--- src/rtl/pc_gen_if.sv ---
// Fetch-PC interface: redirect/stall/RAS controls into pc_gen, fetch PC back out.
// The slave modport is the PC generator; the master modport is the pipeline control side.
interface pc_gen_if #(
    parameter int XLEN = 32
);
    logic            stall_i;
    logic            trap_i;
    logic [XLEN-1:0] trap_vec_i;
    logic            flush_i;
    logic [XLEN-1:0] flush_pc_i;
    logic            br_sel_i;
    logic [XLEN-1:0] pc_bru_i;
    logic            call_i;
    logic            ret_i;
    logic [XLEN-1:0] pc_o;
    logic [XLEN-1:0] pc_four_o;
    logic            pc_valid_o;

    modport master (
        output stall_i, trap_i, trap_vec_i, flush_i, flush_pc_i,
               br_sel_i, pc_bru_i, call_i, ret_i,
        input  pc_o, pc_four_o, pc_valid_o
    );

    modport slave (
        input  stall_i, trap_i, trap_vec_i, flush_i, flush_pc_i,
               br_sel_i, pc_bru_i, call_i, ret_i,
        output pc_o, pc_four_o, pc_valid_o
    );
endinterface

--- src/rtl/pc_gen.sv ---
// Fetch program-counter generator with BOOT/RUN sequencing and an optional
// circular return-address stack, built only when PC_GEN_RAS_EN is defined.
module pc_gen #(
    parameter int              XLEN         = 32,
    parameter logic [XLEN-1:0] RESET_VECTOR = '0,
    parameter int              RAS_DEPTH    = 4
) (
    input logic     clk_i,
    input logic     rst_ni,
    pc_gen_if.slave bus
);
    typedef enum logic {BOOT, RUN} state_t;

    state_t          state_q, state_d;
    logic [XLEN-1:0] pc_q, pc_d, pc_four;
    logic            ras_hit;
    logic [XLEN-1:0] ras_top;

    assign pc_four        = pc_q + XLEN'(4);
    assign bus.pc_o       = pc_q;
    assign bus.pc_four_o  = pc_four;
    assign bus.pc_valid_o = (state_q == RUN);

`ifdef PC_GEN_RAS_EN
    localparam int PTR_W = (RAS_DEPTH > 1) ? $clog2(RAS_DEPTH) : 1;

    logic [XLEN-1:0] ras_q [RAS_DEPTH];
    logic [PTR_W-1:0] ptr_q, top_idx;
    logic [PTR_W:0]   cnt_q;
    logic             ras_act, ras_empty, do_push, do_pop, do_swap;

    // ptr_q is the next free slot; once full it points at the oldest entry,
    // so a further push overwrites it in place.
    assign top_idx   = ptr_q - PTR_W'(1);
    assign ras_empty = (cnt_q == '0);
    assign ras_act   = (state_q == RUN) && !bus.stall_i && !bus.flush_i && !bus.trap_i;
    assign do_swap   = ras_act && bus.call_i && bus.ret_i && !ras_empty;
    assign do_push   = ras_act && bus.call_i && !do_swap;
    assign do_pop    = ras_act && bus.ret_i && !bus.call_i && !ras_empty;
    assign ras_hit   = bus.ret_i && !ras_empty;
    assign ras_top   = ras_q[top_idx];

    always_ff @(posedge clk_i) begin
        if (do_push) begin
            ras_q[ptr_q] <= pc_four;
        end else if (do_swap) begin
            ras_q[top_idx] <= pc_four;
        end
    end

    always_ff @(posedge clk_i or negedge rst_ni) begin
        if (!rst_ni) begin
            ptr_q <= '0;
            cnt_q <= '0;
        end else if (bus.flush_i || bus.trap_i) begin
            ptr_q <= '0;
            cnt_q <= '0;
        end else if (do_push) begin
            ptr_q <= ptr_q + PTR_W'(1);
            if (cnt_q != (PTR_W+1)'(RAS_DEPTH)) begin
                cnt_q <= cnt_q + (PTR_W+1)'(1);
            end
        end else if (do_pop) begin
            ptr_q <= top_idx;
            cnt_q <= cnt_q - (PTR_W+1)'(1);
        end
    end
`else
    assign ras_hit = 1'b0;
    assign ras_top = '0;
`endif

    always_comb begin
        state_d = RUN;
        pc_d    = pc_q;
        if (state_q == BOOT) begin
            pc_d = RESET_VECTOR;
        end else if (bus.trap_i) begin
            pc_d = bus.trap_vec_i;
        end else if (bus.flush_i) begin
            pc_d = bus.flush_pc_i;
        end else if (bus.stall_i) begin
            pc_d = pc_q;
        end else if (bus.br_sel_i) begin
            pc_d = bus.pc_bru_i;
        end else if (ras_hit) begin
            pc_d = ras_top;
        end else begin
            pc_d = pc_four;
        end
    end

    always_ff @(posedge clk_i or negedge rst_ni) begin
        if (!rst_ni) begin
            state_q <= BOOT;
            pc_q    <= RESET_VECTOR;
        end else begin
            state_q <= state_d;
            pc_q    <= {pc_d[XLEN-1:2], 2'b00};
        end
    end
endmodule

--- src/flat_wrapper.sv ---
// flat-port wrapper written by rule: the top's interface ports become plain ports
module pc_gen_flat 
#(
    parameter int              XLEN         = 32,
    parameter logic [XLEN-1:0] RESET_VECTOR = '0,
    parameter int              RAS_DEPTH    = 4
)
  (clk_i, rst_ni, bus_stall_i, bus_trap_i, bus_trap_vec_i, bus_flush_i, bus_flush_pc_i, bus_br_sel_i, bus_pc_bru_i, bus_call_i, bus_ret_i, bus_pc_o, bus_pc_four_o, bus_pc_valid_o);
  pc_gen_if #(.XLEN(XLEN)) bus_i ();
  input logic clk_i;
  input logic rst_ni;
  input wire logic [$bits(bus_i.stall_i)-1:0] bus_stall_i;
  input wire logic [$bits(bus_i.trap_i)-1:0] bus_trap_i;
  input wire logic [$bits(bus_i.trap_vec_i)-1:0] bus_trap_vec_i;
  input wire logic [$bits(bus_i.flush_i)-1:0] bus_flush_i;
  input wire logic [$bits(bus_i.flush_pc_i)-1:0] bus_flush_pc_i;
  input wire logic [$bits(bus_i.br_sel_i)-1:0] bus_br_sel_i;
  input wire logic [$bits(bus_i.pc_bru_i)-1:0] bus_pc_bru_i;
  input wire logic [$bits(bus_i.call_i)-1:0] bus_call_i;
  input wire logic [$bits(bus_i.ret_i)-1:0] bus_ret_i;
  output wire logic [$bits(bus_i.pc_o)-1:0] bus_pc_o;
  output wire logic [$bits(bus_i.pc_four_o)-1:0] bus_pc_four_o;
  output wire logic [$bits(bus_i.pc_valid_o)-1:0] bus_pc_valid_o;
  assign bus_i.stall_i = bus_stall_i;
  assign bus_i.trap_i = bus_trap_i;
  assign bus_i.trap_vec_i = bus_trap_vec_i;
  assign bus_i.flush_i = bus_flush_i;
  assign bus_i.flush_pc_i = bus_flush_pc_i;
  assign bus_i.br_sel_i = bus_br_sel_i;
  assign bus_i.pc_bru_i = bus_pc_bru_i;
  assign bus_i.call_i = bus_call_i;
  assign bus_i.ret_i = bus_ret_i;
  assign bus_pc_o = bus_i.pc_o;
  assign bus_pc_four_o = bus_i.pc_four_o;
  assign bus_pc_valid_o = bus_i.pc_valid_o;
  pc_gen #(.XLEN(XLEN), .RESET_VECTOR(RESET_VECTOR), .RAS_DEPTH(RAS_DEPTH)) u_core (.clk_i(clk_i), .rst_ni(rst_ni), .bus(bus_i));
endmodule
--- config.mk ---
export PLATFORM = sky130hd
export DESIGN_NAME = pc_gen_flat
export DESIGN_NICKNAME = d
export VERILOG_FILES = /design/src/rtl/pc_gen_if.sv /design/src/rtl/pc_gen.sv /design/src/flat_wrapper.sv
export SDC_FILE = /design/constraint.sdc
export NUM_CORES = 1
export LEC_CHECK = 0
export ABC_AREA = 1
export ABC_CLOCK_PERIOD_IN_PS = 2720
export CORE_ASPECT_RATIO = 1.75
export CORE_MARGIN = 5
export CORE_UTILIZATION = 43
export CTS_CLUSTER_SIZE = 14
export DETAILED_ROUTE_END_ITERATION = 10
export PLACE_DENSITY = 0.92
export REMOVE_ABC_BUFFERS = 1
export SKIP_CTS_REPAIR_TIMING = 1
export SLEW_MARGIN = 15
export SYNTH_ARGS = -nofsm -noshare
export SYNTH_HDL_FRONTEND = slang
export SYNTH_SLANG_ARGS = --single-unit
--- constraint.sdc ---
create_clock -name clk_i -period 2.72 [get_ports clk_i]
set_input_delay 0.544 -clock clk_i [delete_from_list [all_inputs] [get_ports clk_i]]
set_output_delay 0.544 -clock clk_i [all_outputs]
set_load 0.05 [all_outputs]
==> summary.md <==
| Metric | Value |
|---|---|
| Highest Clock Rate | `391 MHz` |
| Endpoint type of the worst setup path | `primary output` |
| Total CTS buffers | `5` |
| Starting Density | `43.5%` |
| Finish-stage setup viols | `0` |
| Worst-Skew Late Latency | `0.27 ns` |
| Layout area overhead | `58.9%` |
| Tot Pwr | `1.97 mW` |
| Max Slew Vio Count | `0` |
| Clk sinks | `31` |
| DRT iter0 DRCs | `405` |
| CP bufs+invs | `1` |
| Hpwl dp | `9920 um` |
| Seq/Total Area, Yosys | `25.0%` |
| Crit path DAT | `2.01 ns` |
| Die width | `74.2 um` |
| Synth Area per Inst | `5.54 um2` |
| Placer Congestion | `0.944` |
| Register-to-Register Setup Slack | `0.87 ns` |
| HP Start | `u_core.bus.pc_o[31]$_DFFE_PN0P_` |
| First-pass GRT wire length | `19500 um` |
| Worst-margin pin slew | `0.576 ns` |
| Total GRT Usage | `27.8%` |
| WP data required | `2.18 ns` |
| Ant. Diodes | `0` |
| Worst r2r src | `u_core.bus.pc_o[3]$_DFFE_PN0P_` |
| CP Launch Type | `flip-flop` |
| Register bit total from synthesis | `31` |
| Die Y | `122 um` |
| Total Neg Setup Slack | `0 ns` |
| CP Max Fanout | `6` |
| Hold Vio Cnt, Final | `0` |
| Hold WS | `0.556 ns` |
| Mapped Area | `3100 um2` |
| Post-synth cell types | `29` |
| Clk buf depth | `2` |
| CP cell instances | `ha_1, xor2_1, clkdlybuf4s50_1` |
| Htree depth | `2` |
| Leak | `2.33 nW` |
| P per Cell Area | `400 nW/um2` |
| DRT Wirelength | `12700 um` |
| Root buf cell | `clkbuf_16` |
| Worst vdd ir | `265 uV` |
| Part of the cycle the worst path needs | `94.1%` |
| Gr ovfl total | `0` |
| Core area | `7130 um2` |
| Vias | `4222` |
| Status | `completed` |
| Largest net degree at the start of global routing | `32` |
| Wire per inst | `15.9 um` |
| CP startpoint | `u_core.bus.pc_o[2]$_DFFE_PN0P_` |
| Hold Path Class | `reg2reg` |
| Ys Warns | `0` |
| TritonCTS clock tree | `built` |
| DRC | `0` |
| Die footprint | `9080 um2` |
| Post-layout min period | `2.56 ns` |
| Critical path class | `reg2out` |
| Drt pass-1 iters | `5` |
| Clk_skew | `0.00575 ns` |
| Slew margin rel. | `61.4%` |
| Top Family by Delay on Critical Path | `buffers and inverters` |
| FP Rows | `41` |
| Antenna violations before repair | `0` |
| Ports | `169` |
| Number of max-cap violations | `0` |
| Final ANT Viol Nets | `0` |
| Vias in the first global route | `4313` |
| Fin nets | `820` |
| RSZ-0062 raised after global routing | `false` |
| Worst path max stage delay | `0.84 ns` |
| CP max-delay cell | `clkdlybuf4s50_1` |
| DR vias/cell | `5.27` |
| Port bufs | `156` |
| Clock Pin Slew Worst Setup and Hold Paths | `0.05 ns` |
| Share of cells above drive strength 1 | `8.39%` |
| Mapped Cells | `560` |
kinds of logic (layout without fill, tap and decap cells):
| kind of cell | count (synthesis) | count (layout) | share of synthesized area (%) |
|---|---|---|---|
| AOI/OAI and AO/OA | 72 | 72 | 11.9 |
| buffers and inverters | 65 | 217 | 8.87 |
| DFF | 31 | 31 | 25.0 |
| and+or+nand+nor | 378 | 378 | 50.3 |
| xor gates and xnor gates | 10 | 10 | 2.82 |
| adders and majority gates | 2 | 2 | 0.807 |
| other | 2 | 5 | 0.242 |
registers in the layout (all words and copies together) (netlist names):
| register | flops |
|---|---|
| u_core.bus.pc_valid_o | 1 |
| u_core.bus.pc_o | 30 |
final timing paths:
path | end | depth (start not counted)
setup / recovery | bus_pc_four_o[4] | 3
setup reg to reg | u_core.bus.pc_o[20]$_DFFE_PN0P_ | 10
hold / removal | u_core.bus.pc_o[31]$_DFFE_PN0P_ | 2
hold reg to reg | u_core.bus.pc_o[31]$_DFFE_PN0P_ | 2
max in group asynchronous | u_core.bus.pc_o[26]$_DFFE_PN0P_ | 2
min in group asynchronous | u_core.bus.pc_o[10]$_DFFE_PN0P_ | 2
report_power, final:
group | switching [mW] | internal (mW) | leakage (nW)
clock | 0.191 | 0.338 | 0.0679
combinational | 0.536 | 0.346 | 1.86
sequential | 0.0633 | 0.498 | 0.399
total | 0.791 | 1.18 | 2.33
cells in the final DEF (no fill, tap or decap):
master           netlist  final
nand2_1              204    204
nand2_2                4      4
nand3b_1               7      7
buf_4                  5     31
a21oi_1               30     30
clkinv_2               0      1
clkinv_1               2      2
nand4_1                1      1
xnor2_1                4      4
and2_1                 2      2
inv_1                 37     37
buf_12                 0      8
nand3_1               20     20
inv_2                  1      1
nand2_4                1      1
o21a_1                 1      1
clkbuf_16              0      5
clkdlybuf4s50_1        0    130
ha_1                   2      2
clkbuf_1              15      2
o21ai_1                5      5
nor2_2                 2      2
o22ai_1                1      1
o21ai_0               33     33
nor2_4                 6      6
dfrtp_1               31     31
nor2_8                 1      1
o211ai_1               2      2
xor2_1                 6      6
conb_1                 2      5
nor2_1               130    130
metrics by stage:
step                      utilization (%)  instance area [um2]  cells  setup slack [ns]
final                                69.1                 4930    801             0.162
after global routing                 69.1                 4930    801            0.0784
after CTS                            69.1                 4930    801             0.133
after detailed placement             67.2                 4790    793             0.421
after global placement               67.2                 4790    793             0.455
after floorplan                         -                 2990    538            0.0488
cell type report:
class / instances / area (um2)
timing repair buffer: 169 / 1690
sequential: 31 / 776
tap: 86 / 108
clock buffer: 7 / 133
multi-input combinational: 467 / 2060
inverter: 40 / 150
fill: 620 / 2200
clock inverter: 1 / 5.00
synthesized netlist by cell type, drive strengths merged:
master | instances | share of area (%)
a21oi | 30 | 4.8
and2 | 2 | 0.40
buf | 10 | 2.2
clkbuf | 15 | 1.8
clkinv | 2 | 0.24
conb | 2 | 0.24
dfrtp | 31 | 25
ha | 2 | 0.81
inv | 38 | 4.6
nand2 | 209 | 26
nand3 | 20 | 3.2
nand3b | 7 | 1.7
nand4 | 1 | 0.20
nor2 | 139 | 19
o211ai | 2 | 0.48
o21a | 1 | 0.24
o21ai | 38 | 6.1
o22ai | 1 | 0.20
xnor2 | 4 | 1.1
xor2 | 6 | 1.7
routing by layer:
layer,global-route usage [%],vias up,wire length [um]
met5,0,-,0
met4,17.2,0,633
met3,4.67,50,943
met2,52.7,225,7160
met1,26.5,1903,3970
li1,-,2044,-
worst reg2reg max path: stages (launching register included):
cell,delay (ns)
dfrtp_1,0.45
ha_1,0.20
nand3_1,0.09
nor2_1,0.18
nand2_1,0.14
o21ai_0,0.24
nand3_1,0.17
nand2_1,0.09
nand2_1,0.05
nand2_1,0.06
nand2_1,0.05
No activity file was read; power rests on OpenSTA's default activity.
